<file path="config.mk">
export PLATFORM = sky130hd
export DESIGN_NAME = spi_ram_ctrl
export DESIGN_NICKNAME = d
export VERILOG_FILES = /design/src/rtl/spi_ram_ctrl.sv
export SDC_FILE = /design/constraint.sdc
export NUM_CORES = 2
export LEC_CHECK = 0
export ABC_CLOCK_PERIOD_IN_PS = 2900
export CAP_MARGIN = 20
export CORE_MARGIN = 5
export CORE_UTILIZATION = 55
export DETAILED_ROUTE_END_ITERATION = 16
export PLACE_DENSITY = 0.73
export SLEW_MARGIN = 20
export SYNTH_ARGS = -nofsm -noshare
export SYNTH_HDL_FRONTEND = slang
export SYNTH_SLANG_ARGS = --single-unit
export TNS_END_PERCENT = 100
</file>
<file path="constraint.sdc">
create_clock -name clk -period 2.9 [get_ports clk]
set_input_delay 0.725 -clock clk [delete_from_list [all_inputs] [get_ports clk]]
set_output_delay 0.725 -clock clk [all_outputs]
set_load 0.03 [all_outputs]
</file>
<file path="src/rtl/spi_ram_ctrl.sv">
// spi_ram_ctrl
// Command-driven word RAM sitting behind a byte-oriented serial front end.
// Each accepted command word carries a 2-bit opcode and a payload:
//   00 WR_ADDR : load the write address
//   01 WR_DATA : write payload to MEM[wr_add]
//   10 RD_ADDR : load the read address
//   11 RD_DATA : fetch MEM[rd_add] into dout and hold it until taken
// Write and read addresses are independent registers. With AUTO_INC set,
// each data operation post-increments its own address.
//
// Handshakes (both directions use the same rule):
//   A transfer happens on a rising edge where valid and ready are both 1.
//   A producer keeps its data stable while valid=1 and ready=0. Ready never
//   depends combinationally on valid.
//
// Ports
//   clk       : clock, all logic on the rising edge
//   rst       : synchronous active-high reset
//   din       : command word {opcode[1:0], payload[DATA_WIDTH-1:0]}
//   rx_valid  : din is valid
//   rx_ready  : block accepts din (high in IDLE)
//   dout      : read data, stable while tx_valid=1
//   tx_valid  : dout holds read data (high in HOLD)
//   tx_ready  : consumer takes dout
//   addr_err  : sticky flag, set by any out-of-range data access
//   dbg_state : current FSM state (0 = IDLE, 1 = HOLD)

module spi_ram_ctrl #(
  parameter int ADDR_WIDTH = 8,
  parameter int DATA_WIDTH = 8,
  parameter int MEM_DEPTH  = 256,
  parameter int AUTO_INC   = 1
) (
  input  logic                  clk,
  input  logic                  rst,
  input  logic [DATA_WIDTH+1:0] din,
  input  logic                  rx_valid,
  output logic                  rx_ready,
  output logic [DATA_WIDTH-1:0] dout,
  output logic                  tx_valid,
  input  logic                  tx_ready,
  output logic                  addr_err,
  output logic                  dbg_state
);

  typedef enum logic {
    ST_IDLE = 1'b0,
    ST_HOLD = 1'b1
  } state_t;

  localparam logic [1:0] OP_WR_ADDR = 2'b00;
  localparam logic [1:0] OP_WR_DATA = 2'b01;
  localparam logic [1:0] OP_RD_ADDR = 2'b10;
  localparam logic [1:0] OP_RD_DATA = 2'b11;

  // One extra bit so MEM_DEPTH == 2**ADDR_WIDTH is representable.
  localparam logic [ADDR_WIDTH:0]   LP_DEPTH = (ADDR_WIDTH + 1)'(MEM_DEPTH);
  localparam logic [ADDR_WIDTH-1:0] LP_LAST  = ADDR_WIDTH'(MEM_DEPTH - 1);

  // ---------------------------------------------------------------------
  // State
  // ---------------------------------------------------------------------
  state_t                r_state;
  logic [ADDR_WIDTH-1:0] r_wr_add;
  logic [ADDR_WIDTH-1:0] r_rd_add;
  logic [DATA_WIDTH-1:0] r_dout;
  logic                  r_addr_err;

  logic [DATA_WIDTH-1:0] r_mem [MEM_DEPTH];

  // ---------------------------------------------------------------------
  // Command decode
  // ---------------------------------------------------------------------
  logic                  w_accept;
  logic [1:0]            w_op;
  logic [DATA_WIDTH-1:0] w_payload;
  logic [ADDR_WIDTH-1:0] w_addr_in;
  logic                  w_wr_in_range;
  logic                  w_rd_in_range;
  logic [ADDR_WIDTH-1:0] w_wr_inc;
  logic [ADDR_WIDTH-1:0] w_rd_inc;
  logic                  w_mem_we;

  assign w_accept  = rx_valid & rx_ready;
  assign w_op      = din[DATA_WIDTH+1:DATA_WIDTH];
  assign w_payload = din[DATA_WIDTH-1:0];
  // Payload bits above the address width are dropped for address opcodes.
  assign w_addr_in = din[ADDR_WIDTH-1:0];

  assign w_wr_in_range = ({1'b0, r_wr_add} < LP_DEPTH);
  assign w_rd_in_range = ({1'b0, r_rd_add} < LP_DEPTH);

  // The last valid word wraps to 0; an address that is already out of
  // range just counts on and wraps naturally at 2**ADDR_WIDTH.
  assign w_wr_inc = (r_wr_add == LP_LAST) ? '0 : r_wr_add + ADDR_WIDTH'(1);
  assign w_rd_inc = (r_rd_add == LP_LAST) ? '0 : r_rd_add + ADDR_WIDTH'(1);

  // Reset outranks commands, so a write presented during reset is dropped.
  assign w_mem_we = ~rst & w_accept & (w_op == OP_WR_DATA) & w_wr_in_range;

  // ---------------------------------------------------------------------
  // Memory array: never reset, so contents survive a controller reset.
  // ---------------------------------------------------------------------
  always_ff @(posedge clk) begin
    if (w_mem_we) begin
      r_mem[r_wr_add] <= w_payload;
    end
  end

  // ---------------------------------------------------------------------
  // Controller FSM
  // IDLE accepts any command. RD_DATA captures the word and moves to HOLD,
  // where dout is frozen and no command is accepted until tx_ready=1.
  // ---------------------------------------------------------------------
  always_ff @(posedge clk) begin
    if (rst) begin
      r_state    <= ST_IDLE;
      r_wr_add   <= '0;
      r_rd_add   <= '0;
      r_dout     <= '0;
      r_addr_err <= 1'b0;
    end else begin
      case (r_state)
        ST_IDLE: begin
          if (w_accept) begin
            case (w_op)
              OP_WR_ADDR: begin
                r_wr_add <= w_addr_in;
              end
              OP_WR_DATA: begin
                if (!w_wr_in_range) begin
                  r_addr_err <= 1'b1;
                end
                if (AUTO_INC != 0) begin
                  r_wr_add <= w_wr_inc;
                end
              end
              OP_RD_ADDR: begin
                r_rd_add <= w_addr_in;
              end
              OP_RD_DATA: begin
                if (w_rd_in_range) begin
                  r_dout <= r_mem[r_rd_add];
                end else begin
                  r_dout     <= '0;
                  r_addr_err <= 1'b1;
                end
                if (AUTO_INC != 0) begin
                  r_rd_add <= w_rd_inc;
                end
                r_state <= ST_HOLD;
              end
              default: begin
              end
            endcase
          end
        end
        ST_HOLD: begin
          if (tx_ready) begin
            r_state <= ST_IDLE;
          end
        end
        default: begin
          r_state <= ST_IDLE;
        end
      endcase
    end
  end

  // Handshake flags are pure decodes of the registered state.
  assign rx_ready  = (r_state == ST_IDLE);
  assign tx_valid  = (r_state == ST_HOLD);
  assign dout      = r_dout;
  assign addr_err  = r_addr_err;
  assign dbg_state = r_state;

endmodule
</file>
==> results.sh <==
export IMPL_proportion_of_layout_cells_with_a_drive_suffix_above_1_pct=30.0
export IMPL_synth_area_leaders="edfxtp_1 76%, mux4_2 12%, mux2i_1 2.8%"
export IMPL_synth_nets=3992
export IMPL_drcViolationCount=0
export IMPL_synth_xor_area_share_pct=0.0108
export IMPL_row_count=140
export IMPL_grt_max_degree=102
export IMPL_final_core_utilization_pct=64.7
export IMPL_worstMarginPinSlew_ns=0.980
export IMPL_cts_tree="yes"
export IMPL_timing_final_hold_violations=0
export IMPL_worst_ep_arrival_time_ns=3.59
export IMPL_tritoncts_num_buffers=195
export IMPL_via_count_of_the_first_global_routing_pass=43541
export IMPL_clkSinkCount=2073
export IMPL_timing_worst_setup_path_type="register to register"
export IMPL_initial_core_util_pct=55.4
export IMPL_die_w_um=393
export IMPL_synthesized_area_fraction_occupied_by_adder_cells_pct=0.0773
export IMPL_worstSkewPairLatency_ns=0.85
export IMPL_power_per_cell_area_mw_per_mm2=640
export IMPL_nets=4671
export IMPL_ir_drop_uv=632
export IMPL_antennaDiodeCount=0
export IMPL_io_pins=26
export IMPL_port_buffer_count=24
export IMPL_grt_total_usage_pct=26.2
export IMPL_clk_pin_slew_ns=0.06
export IMPL_cts_root_buffer="clkbuf_16"
export IMPL_cell_with_the_most_instances_after_synthesis="edfxtp_1"
export IMPL_yosys_area_top_type_share_pct=76.0
export IMPL_synth_cell_types=74
export IMPL_clock_skew_final_ns=0.0504
export IMPL_synth_edf_count=2048
export IMPL_crit_path_max_delay_cell_type="mux4_1"
export IMPL_synth_avg_cell_area_um2=20.4
export IMPL_worstPathMaxFanout=36
export IMPL_switching_share_pct=21.1
export IMPL_cts_max_path_buffers=3
export IMPL_yosys_mux_area_fraction_pct=14.8
export IMPL_clock_power_share_pct=40.6
export IMPL_gp_routability_congestion=0.964
export IMPL_drt_wirelength_per_cell_um=30.3
export IMPL_report_power_total_w=0.0604
export IMPL_dr_first_iter_drc_count=5997
export IMPL_yosysWarningCount=0
export IMPL_route_vias_total=43290
export IMPL_fill_cell_total_of_the_finished_layout=9246
export IMPL_power_report_internal_total_w=0.0477
export IMPL_comb_power_share_pct=4.8
export IMPL_crit_required_ns=3.60
export IMPL_area_overhead_vs_synth_pct=16.8
export IMPL_most_area_hungry_cell_type_in_the_yosys_netlist="edfxtp_1"
export IMPL_grt_remaining_overflow=0
export IMPL_outcome="complete, no violations"
export IMPL_setup_violations=0
export IMPL_static_leakage_power_nw=30.0
export IMPL_register_bit_count_reported_by_yosys=2073
export IMPL_rsz_0062_raised_after_global_routing="true"
export IMPL_critical_path_cell_chain="buf_12 -> buf_12 -> buf_12 -> mux4_1 -> a2111oi_1 -> buf_4 -> or4_1 -> o41ai_2 -> a31o_1"
export IMPL_synth_compound_area_share_pct=3.18
export IMPL_async_flop_share_pct=0
export IMPL_vias_per_cell=6.43
export IMPL_grt_pass1_wl_um=297000
export IMPL_seq_power_share_pct=54.6
export IMPL_synth_top_family_by_area="multiplexers"
export IMPL_number_of_antenna_violations_at_the_first_check_in_global_routing=3
export IMPL_die_area_mm2=0.155
export IMPL_synth_seq_area_share_pct=76.6
export IMPL_max_slew_margin_pct=34.6
export IMPL_core_area_mm2=0.146
export IMPL_critical_path_startpoint_type="register"
export IMPL_postCtsHoldBufs=0
export IMPL_worstSetupEndpointType="register"
export IMPL_cpMostUsedCell="buf_12"
export IMPL_dpl_worst_slack_ns=-0.494
export IMPL_slew_violations=0
export IMPL_period_share_pct=99.7
export IMPL_cts_htree_levels=4
export IMPL_post_dp_hpwl_um=133000
export IMPL_synth_cells=3973
export IMPL_p_switching_w=0.0127
export IMPL_drtAntennaViolNets=0
export IMPL_synth_ff_type="edfxtp_1"
export IMPL_drt_pass1_iterations=5
export IMPL_final_min_clock_period_ns=2.89
export IMPL_synthSimpleGateAreaFrac_pct=3.33
export IMPL_fmax_mhz=346
export IMPL_die_h_um=393
export IMPL_worst_slack_ns=0.00760
export IMPL_ys_top_cells_by_count="2048 x edfxtp_1, 424 x mux4_2, 314 x nor2_1, 225 x mux2i_1, 94 x nand2_1"
export IMPL_cp_slowest_stage_delay_ns=0.60
export IMPL_mappedNetlistArea_mm2=0.0809
export IMPL_wl_um=204000
export IMPL_hp_class="input pin to register"
export IMPL_maximum_capacitance_violations=0
==> area by class of cell <==
type                    instances  area (um2)  area share (%)
repair buffers                723        6350            6.72
multi-input cells            1650       17500            18.5
well taps                    1917        2400            2.54
clock buffers                 237        5080            5.38
flip-flops and latches       2073       62000            65.7
clock inverters               122        1110            1.18
inverters                       9        36.3          0.0384
==> worst paths after layout <==
kind | startpoint | endpoint | slack, ns | cells after the start
max reg2reg | r_rd_add[0] | dout[0] | 0.008 | 9
max | r_rd_add[0] | dout[0] | 0.008 | 9
min reg2reg | dbg_state | dbg_state | 0.53 | 2
min | din[7] | r_mem[122][7] | 0.33 | 1
==> kinds of logic after synthesis <==
kind of cell    count (synthesis)
flops                        2073
mux                           656
simple gates                  612
compound gates                375
buf+inv                       250
fa+ha+maj                       5
other cells                     1
xor+xnor                        1
==> placed cells by master (no fill, tap or decap), types with 21 or more instances in the layout <==
cell / Yosys / layout
mux4_2: 424 / 424
mux2i_1: 225 / 224
clkbuf_1: 91 / 39
buf_4: 37 / 628
o221ai_1: 49 / 45
clkinv_2: 0 / 32
o21ai_0: 42 / 39
a21oi_1: 45 / 44
a31oi_1: 21 / 21
buf_12: 5 / 62
nand3_1: 55 / 55
a22oi_1: 36 / 36
o22ai_1: 87 / 87
edfxtp_1: 2048 / 2048
nand2_1: 94 / 93
a211oi_1: 34 / 33
nor3_1: 68 / 64
nor2_1: 314 / 314
clkbuf_16: 0 / 196
clkinv_1: 2 / 57
==> metrics by stage <==
stage                     setup TNS (ns)  cell area, um2  cells  hold WS (ns)
final                                  0           94400   6731         0.335
after global routing             -0.0953           94400   6731         0.301
after CTS                              0           94300   6725         0.275
after detailed placement         -562.88           88000   6365         0.529
after global placement           -506.80           88000   6365         0.532
after floorplan                        0           80900   3973         0.509
==> metal layers <==
| layer | track usage [%] | wire, um | up-vias |
|---|---|---|---|
| met5 | 0 | 18 | - |
| met4 | 11.2 | 9530 | 2 |
| met3 | 6.42 | 21600 | 447 |
| met2 | 40.8 | 97300 | 2670 |
| met1 | 36.0 | 75200 | 22329 |
| li1 | - | - | 17842 |
==> critical path, delay by kind of cell, from the launching register on <==
family,cells,cell delay [ns]
compound gates,3,0.81
buf+inv,4,0.78
flops,1,0.42
mux,1,0.60
simple gates,1,0.12
==> state kept, by name, summed over array words and instances (netlist names) <==
register	flops
r_wr_add	8
dbg_state	1
r_mem	2048
dout	8
r_rd_add	8
==> what timing repair did <==
| item | 4_1_cts | 5_1_grt |
|---|---|---|
| gates resized for setup | 11 | 35 |
| endpoints found under the setup margin | 7 | 7 |
| buffers inserted | 1 | 6 |
| pin swaps | 0 | 1 |
==> power by group through the flow <==
stage	registers, W	logic, W	clock network (W)
2_1_floorplan	0.0336	0.00158	0
3_3_place_gp	0.0336	0.00281	0
3_5_place_dp	0.0336	0.00286	0
4_1_cts	0.0330	0.00288	0.0248
5_1_grt	0.0329	0.00305	0.0262
6_report	0.0330	0.00290	0.0245
No activity file was read; power rests on OpenSTA's default activity.
